===== config.mk =====
export PLATFORM = sky130hd
export DESIGN_NAME = input_debouncer
export DESIGN_NICKNAME = d
export VERILOG_FILES = /design/src/rtl/input_debouncer_pkg.sv /design/src/rtl/input_debouncer_sync_nff.sv /design/src/rtl/input_debouncer.sv
export SDC_FILE = /design/constraint.sdc
export NUM_CORES = 1
export LEC_CHECK = 0
export ABC_CLOCK_PERIOD_IN_PS = 1970
export BUFFER_PORTS_ARGS = -buffer_cell sky130_fd_sc_hd__buf_2
export CAP_MARGIN = 30
export CORE_MARGIN = 4
export CORE_UTILIZATION = 53
export CTS_CLUSTER_SIZE = 12
export DETAILED_ROUTE_END_ITERATION = 6
export PLACE_DENSITY = 0.73
export SLEW_MARGIN = 0
export SYNTH_ARGS = -nofsm -noshare
export SYNTH_HDL_FRONTEND = slang
export SYNTH_SLANG_ARGS = --single-unit

===== constraint.sdc =====
create_clock -name clk -period 1.97 [get_ports clk]
set_clock_uncertainty 0.15 [all_clocks]
set_input_delay 0.0985 -clock clk [delete_from_list [all_inputs] [get_ports clk]]
set_output_delay 0.0985 -clock clk [all_outputs]
set_load 0.005 [all_outputs]

===== src/rtl/input_debouncer_pkg.sv =====
// Shared definitions for the input debouncer: FSM state encoding and
// the default qualification constants used by board tops.
package input_debouncer_pkg;

  typedef enum logic [1:0] {
    S_LOW       = 2'd0,
    S_WAIT_HIGH = 2'd1,
    S_HIGH      = 2'd2,
    S_WAIT_LOW  = 2'd3
  } deb_state_t;

  // 10 ms at a 50 MHz system clock.
  localparam int DEFAULT_STABLE_CYCLES = 500000;
  localparam int DEFAULT_SYNC_STAGES   = 2;

endpackage


===== src/rtl/input_debouncer_sync_nff.sv =====
// N-flop synchronizer bringing one asynchronous bit into the clk domain.
module sync_nff #(
  parameter int N = 2
) (
  input  logic clk,
  input  logic rst_n,
  input  logic d,
  output logic q
);

  logic [N-1:0] stages;

  // Shift the raw bit through the chain; the last flop is the safe copy.
  always_ff @(posedge clk or negedge rst_n) begin
    if (!rst_n) begin
      stages <= '0;
    end else begin
      stages <= {stages[N-2:0], d};
    end
  end

  assign q = stages[N-1];

endmodule


===== src/rtl/input_debouncer.sv =====
// Debounces one raw board input into a clean level for Find_Z.B, with
// single-cycle edge pulses and a busy flag while a change is qualified.
module input_debouncer
  import input_debouncer_pkg::*;
#(
  parameter int SYNC_STAGES   = DEFAULT_SYNC_STAGES,
  parameter int STABLE_CYCLES = DEFAULT_STABLE_CYCLES
) (
  input  logic clk,
  input  logic rst_n,
  input  logic raw_in,
  output logic b_out,
  output logic rise_pulse,
  output logic fall_pulse,
  output logic busy
);

  localparam int CNT_W = $clog2(STABLE_CYCLES);
  localparam logic [CNT_W-1:0] CNT_MAX = CNT_W'(STABLE_CYCLES - 1);

  logic             sync_q;
  deb_state_t       state;
  deb_state_t       next_state;
  logic [CNT_W-1:0] cnt;
  logic [CNT_W-1:0] cnt_next;

  sync_nff #(
    .N (SYNC_STAGES)
  ) u_sync (
    .clk   (clk),
    .rst_n (rst_n),
    .d     (raw_in),
    .q     (sync_q)
  );

  // Next-state and counter logic: a candidate level must hold for
  // STABLE_CYCLES consecutive cycles; any reversion restarts from zero.
  always_comb begin
    next_state = state;
    cnt_next   = cnt;
    case (state)
      S_LOW: begin
        if (sync_q) begin
          next_state = S_WAIT_HIGH;
          cnt_next   = '0;
        end
      end
      S_WAIT_HIGH: begin
        if (!sync_q) begin
          next_state = S_LOW;
          cnt_next   = '0;
        end else if (cnt == CNT_MAX) begin
          next_state = S_HIGH;
          cnt_next   = '0;
        end else begin
          cnt_next = cnt + 1'b1;
        end
      end
      S_HIGH: begin
        if (!sync_q) begin
          next_state = S_WAIT_LOW;
          cnt_next   = '0;
        end
      end
      S_WAIT_LOW: begin
        if (sync_q) begin
          next_state = S_HIGH;
          cnt_next   = '0;
        end else if (cnt == CNT_MAX) begin
          next_state = S_LOW;
          cnt_next   = '0;
        end else begin
          cnt_next = cnt + 1'b1;
        end
      end
      default: begin
        next_state = S_LOW;
        cnt_next   = '0;
      end
    endcase
  end

  // State, counter and registered outputs decoded from the upcoming state
  // so they line up with the state register on the same edge.
  always_ff @(posedge clk or negedge rst_n) begin
    if (!rst_n) begin
      state      <= S_LOW;
      cnt        <= '0;
      b_out      <= 1'b0;
      busy       <= 1'b0;
      rise_pulse <= 1'b0;
      fall_pulse <= 1'b0;
    end else begin
      state      <= next_state;
      cnt        <= cnt_next;
      b_out      <= (next_state == S_HIGH) || (next_state == S_WAIT_LOW);
      busy       <= (next_state == S_WAIT_HIGH) || (next_state == S_WAIT_LOW);
      rise_pulse <= (state == S_WAIT_HIGH) && (next_state == S_HIGH);
      fall_pulse <= (state == S_WAIT_LOW) && (next_state == S_LOW);
    end
  end

endmodule

==> results of run 1 <==
==> flip-flops by register name, summed over array words and instances, names as in the netlist <==
name and count:
b_out 1, busy 1, cnt 19, fall_pulse 1
rise_pulse 1, state 1, u_sync.stages 2
==> layout by cell type, fill, tap and decap left out, drive strengths merged, types with 2 or more instances in the layout <==
| cell type | instances |
|---|---|
| a21oi | 7 |
| o22a | 2 |
| dfrtp | 26 |
| inv | 3 |
| a22o | 2 |
| or3 | 3 |
| a32oi | 2 |
| clkbuf | 3 |
| nor3 | 5 |
| o31ai | 3 |
| o21ai | 10 |
| mux2i | 3 |
| a21o | 3 |
| mux2 | 3 |
| nand4 | 8 |
| and2 | 3 |
| nand3 | 8 |
| nand2 | 20 |
| dlygate4sd3 | 2 |
| and4bb | 2 |
| buf | 37 |
| and3 | 2 |
| xor2 | 2 |
| nor4 | 3 |
| nor2 | 9 |
==> final cells by class <==
| cell class | count | area share |
|---|---|---|
| multi-input combinational | 110 | 0.4245 |
| sequential | 26 | 0.3578 |
| timing repair buffer | 39 | 0.1621 |
| tap | 30 | 0.02060 |
| clock inverter | 1 | 0.01648 |
| clock buffer | 3 | 0.01236 |
| inverter | 3 | 0.006181 |
==> critical path, cell delays in order, from the launching register on <==
cell      delay, ns
dfrtp_1        0.41
and4bb_2       0.33
nand4_4        0.13
o31a_4         0.39
a21o_1         0.17
mux2_4         0.26
==> per-layer routing <==
metal | vias up | global-route usage | routed length, um
met1 | 618 | 0.2756 | 1544
li1 | 609 | - | -
met4 | 0 | 0.08861 | 69
met5 | - | 0 | 0
met3 | 10 | 0.03050 | 213
met2 | 49 | 0.3869 | 1875
==> what timing repair did <==
item                                   CTS  global route
pin swaps                                1             4
hold buffers                             2             0
setup buffers                            2             3
gates resized for setup                  1            12
endpoints found under the hold margin   27             0
setup endpoints to repair                1            12
==> stage by stage <==
stage	setup WS (ns)	total power, mW	hold WS [ns]	instance area (um2)	cells
after floorplan	0.06002	0.5944	-0.3471	1408	143
after global placement	0.01797	0.6307	-0.03474	1653	201
after detailed placement	-0.02432	0.6338	-0.02070	1653	201
after CTS	0.002976	1.008	0.1482	1742	209
after global routing	-0.07422	1.051	0.1556	1822	212
final	0.03193	1.009	0.1263	1822	212
==> power by group through the flow <==
stage | clock network, mW | registers (mW) | logic, mW
finish | 0.373 | 0.547 | 0.0885
global route | 0.405 | 0.548 | 0.0987
CTS | 0.379 | 0.547 | 0.0822
detailed placement | 0 | 0.557 | 0.0772
global placement | 0 | 0.555 | 0.0752
floorplan | 0 | 0.557 | 0.0373
==> worst max path at each step <==
stage	start	endpoint	slack (ns)	cells past startpoint
CTS	cnt[14]	cnt[11]	0.003	5
global placement	cnt[10]	cnt[11]	0.02	5
finish	cnt[12]	cnt[11]	0.03	5
detailed placement	cnt[10]	cnt[11]	-0.02	5
floorplan	cnt[0]	cnt[11]	0.06	5
global route	cnt[6]	cnt[13]	-0.07	5
==> cells by family (layout without fill, tap and decap cells) <==
family / count (synthesis) / after routing
AOI/OAI and AO/OA: 32 / 32
DFF: 26 / 26
buffers and inverters: 7 / 46
adders and majority gates: 1 / 1
and+or+nand+nor: 68 / 68
xor gates and xnor gates: 3 / 3
muxes: 6 / 6
==> results.txt, run 1 <==
Slew headroom = 0.6185
Crit path arrival time = 2.02 ns
Synth Area in Adders = 0.008889
mux contribution to synthesized area = 0.04800
RR Startpoint = cnt[12]
LEAKAGE = 0.8303 nW
Multi-input gate area = 773.2 um2
routed len/inst = 17.46 um
Avg Inst Size Synth = 9.843 um2
Final setup viols = 0
critical path type = reg -> reg
fin util = 0.7287
top-count cell post-synth = dfrtp_1
reg2reg end = cnt[11]
Cell Area, Synth = 0.001408 mm2
Synth Area in Simple Gates = 0.2649
ANT cells = 0
clk buf depth = 2
TritonRoute pass-1 iters = 4
area leader, netlist = dfrtp_1
CTS tree = built
Flop pwr share = 0.542
Clock Latency Late Sink = 0.33 ns
Synth top area share = 0.4622
I/O pins = 7
die area = 0.003544 mm2
DRC violations left = 0
area grow syn2layout = 29.42%
final hold violations = 0
Post-synth top cells = 26 x dfrtp_1, 20 x nand2_1, 9 x nor2_1
cell count after synthesis = 143
Worst VDD drop = 0.5570 mV
Netlist cell types = 43
IO Port Bufs = 6
Hold Path Class = in -> async
Clk pin slew, worst setup/hold paths = 0.15 ns
Initial Util = 0.5631
register area share after synthesis = 0.4622
Post-Synth XOR/XNOR Area = 0.02400
Main synth FF type = dfrtp_1
final slew viol count = 0
Setup TNS Final = 0 ns
first-pass GRT wire length = 5954 um
num rows = 18
largest net degree at the start of global routing = 27
Int Power = 786.7 uW
Root Buffer = clkbuf_4
Post-Syn Nets = 147
Die H = 59.54 um
die outline width = 59.54 um
fin crit period = 1.938 ns
H-tree lvl count = 1
clock power share = 0.370
largest family of logic cells by synthesized area = simple AND/OR/NAND/NOR gates
Critical Path Fanout Max = 6
hpwl dp = 2476 um
Core ar. = 0.002500 mm2
Synth warnings = 0
fin crit share = 0.9838
max_cap viols = 0
Routed WL = 3702 um
fmax = 516.0 MHz
initial antenna violation count = 0
total gr overflow = 0
Async SR Flop Fraction = 1.000
R2R cell count = 5
initial drt markers = 77
Area contributors post-synth = dfrtp_1 46%, nand2_1 5.3%, nand4_1 3.1%, nand3_1 2.8%, o21ai_0 2.8%
nets@finish = 187
Post-synth EDFFs = 0
Worst EP required = 2.05 ns
ANT nets after route = 0
outcome = finished, final reports clean
Sw Ratio = 0.2200
CTS Buf Count = 3
Worst Tran Pin Value = 0.5722 ns
Final Wtd Congestion = 0.8734
share of layout cells above drive strength 1 = 0.3462
Setup crit start kind = register
combinational power share = 0.088
vias in the first global route = 1,302
Synth Area in Compound Gates = 0.1627
Filler cells = 183
Psw = 221.9 uW
Worst R2R Setup Slack = 0.03 ns
Setup crit end kind = register
sequential cell area = 651.9 um2
GR Util All Layers = 0.2224
drt via density = 6.066
Pwr Density = 553.6 mW/mm2
unrepaired setup endpoints after global routing = yes
Via Count = 1,286
Synth Register Bits = 26
clock tree sinks = 26
Power figures use the tool's default switching activity.
==> run 2: changes to the inputs <==
--- a/config.mk
+++ b/config.mk
@@ -8,11 +8,13 @@
 export ABC_CLOCK_PERIOD_IN_PS = 1970
 export BUFFER_PORTS_ARGS = -buffer_cell sky130_fd_sc_hd__buf_2
 export CAP_MARGIN = 30
+export CELL_PAD_IN_SITES_DETAIL_PLACEMENT = 1
+export CELL_PAD_IN_SITES_GLOBAL_PLACEMENT = 1
 export CORE_MARGIN = 4
-export CORE_UTILIZATION = 53
+export CORE_UTILIZATION = 42
 export CTS_CLUSTER_SIZE = 12
 export DETAILED_ROUTE_END_ITERATION = 6
-export PLACE_DENSITY = 0.73
+export PLACE_DENSITY_LB_ADDON = 0.1
 export SLEW_MARGIN = 0
 export SYNTH_ARGS = -nofsm -noshare
 export SYNTH_HDL_FRONTEND = slang
==> run 2 against run 1 <==
Compared with the run above:
- the run now ends with negative setup slack left
- highest routed layer unchanged
- sequential share of layout area decreased by 1.2 points
- cell count increased by 7.5%
- clock power grew 4%
- worst setup slack got worse by 0.13 ns
- worst hold slack got worse by 0.0021 ns
==> results.txt, run 2 (synthesis gave the netlist of run 1 again) <==
share of layout cells above drive strength 1 = 0.3696
TritonRoute pass-1 iters = 4
total power = 1.029 mW
Setup crit start kind = register
initial drt markers = 102
critical path type = reg -> reg
hpwl dp = 2904 um
Worst R2R Setup Slack = -0.1 ns
num rows = 20
PnR worst setup slack = -0.09724 ns
Initial Util = 0.4500
outcome = complete, but fails checks
clock tree sinks = 26
first-pass GRT wire length = 6886 um
die outline width = 65.89 um
area grow syn2layout = 34.04%
die area = 0.004341 mm2
nets@finish = 189
fin crit share = 1.049
delay-heaviest family, CP = simple AND/OR/NAND/NOR gates
max_cap viols = 0
initial antenna violation count = 0
RR Startpoint = cnt[12]
largest net degree at the start of global routing = 27
Worst EP required = 2.05 ns
Worst VDD drop = 0.2491 mV
Multi-input gate area = 810.8 um2
Final setup viols = 4
Largest regs = cnt x19, u_sync.stages x2
Setup crit end kind = register
unrepaired setup endpoints after global routing = yes
Worst Tran Pin Value = 0.6349 ns
CP max stage delay = 0.41 ns
CTS tree = built
Routed WL = 4283 um
GR Util All Layers = 0.2086
drt via density = 5.732
ANT nets after route = 0
Largest register FFs = 19
final slew viol count = 0
Slew headroom = 0.5763
Post-Place Cells = 217
commonest non-fill, non-tap cell in the layout = buf_4
Pwr Density = 545.1 mW/mm2
CTS Buf Count = 3
H-tree lvl count = 1
Core ar. = 0.003128 mm2
fin crit period = 2.067 ns
fmax = 483.7 MHz
non-filler cells in the finished layout = 228
Crit path arrival time = 2.15 ns
routed len/inst = 18.79 um
Root Buffer = clkbuf_4
reg2reg end = b_out
clk buf depth = 2
vias in the first global route = 1,419
sequential cell area = 651.9 um2
Final Wtd Congestion = 0.8825
R2R cell count = 6
DRC violations left = 0
final hold violations = 0
Hold Path Class = in -> async
Slowest cell on crit path = dfrtp_1
Critical Path Fanout Max = 6
worst path cell trace = buf_4, nor4b_2, nand4_1, nor3_2, nand2_1, mux2_2
Buf/Inv on CP = 1
Clk pin slew, worst setup/hold paths = 0.17 ns
Setup TNS Final = -0.2225 ns
ANT cells = 0
WHS = 0.1243 ns
Via Count = 1,307
I/O pins = 7
total gr overflow = 0
Die H = 65.89 um
IO Port Bufs = 6
commonest non-fill, non-tap cells in the layout = 32 x buf_4, 25 x dfrtp_1, 20 x nand2_1
failing checks = negative setup slack
Filler cells = 357
Biggest register = cnt
LEAKAGE = 0.8651 nW
Clock Latency Late Sink = 0.34 ns
run 2: cell types whose count changed in the layout (fill, tap and decap cells not counted), sizes merged:
cell	before	now
buf	37	39
run 2: through the flow:
step                utilization  cell area [um2]  setup slack, ns
floorplan                     -             1408          0.06002
global placement         0.5348             1673          0.03732
detailed placement       0.5348             1673         -0.07439
CTS                      0.5724             1790        -0.003106
global route             0.6032             1887          -0.1460
finish                   0.6032             1887         -0.09724
run 2: routing by layer:
| layer | global-route usage | vias up | wire length, um |
|---|---|---|---|
| met4 | 0.07513 | 0 | 88 |
| met1 | 0.2785 | 652 | 1863 |
| met2 | 0.3454 | 34 | 2127 |
| met5 | 0 | - | 0 |
| li1 | - | 611 | - |
| met3 | 0.02551 | 10 | 203 |
run 2: power by group:
part           leakage, nW  total [mW]  internal [mW]  switching, mW
clock               0.0279       0.388          0.206          0.183
combinational        0.484      0.0955         0.0410         0.0544
sequential           0.353       0.545          0.540        0.00423
total                0.865        1.03          0.787          0.241
run 2: how the worst max path moves through the flow:
stage            start      end  slack (ns)  cells past startpoint
2_1_floorplan   cnt[0]  cnt[11]        0.06                      5
3_3_place_gp   cnt[12]    b_out        0.04                      6
3_5_place_dp   cnt[12]    b_out       -0.07                      6
4_1_cts         cnt[9]  cnt[11]      -0.003                      5
5_1_grt        cnt[12]    b_out       -0.15                      6
6_report       cnt[12]    b_out        -0.1                      6
run 2: final cells by class:
cell class | instances | share of cell area
multi-input cells | 110 | 0.4297
inverters | 3 | 0.005968
clock inverters | 1 | 0.01592
well taps | 44 | 0.02918
repair buffers | 41 | 0.1618
clock buffers | 3 | 0.01194
flip-flops and latches | 26 | 0.3455
run 2: what timing repair did:
item | in CTS | in global routing
setup endpoints to repair | 16 | 14
setup buffers | 2 | 3
hold buffers | 2 | 0
resized for setup | 6 | 15
pin swaps | 2 | 6
endpoints found under the hold margin | 27 | 0
run 2: worst reg2reg max path: cells and delay by family (launching register included):
kind | cells | cell delay, ns
flops | 1 | 0.41
simple gates | 4 | 0.93
buf+inv | 1 | 0.17
mux | 1 | 0.30
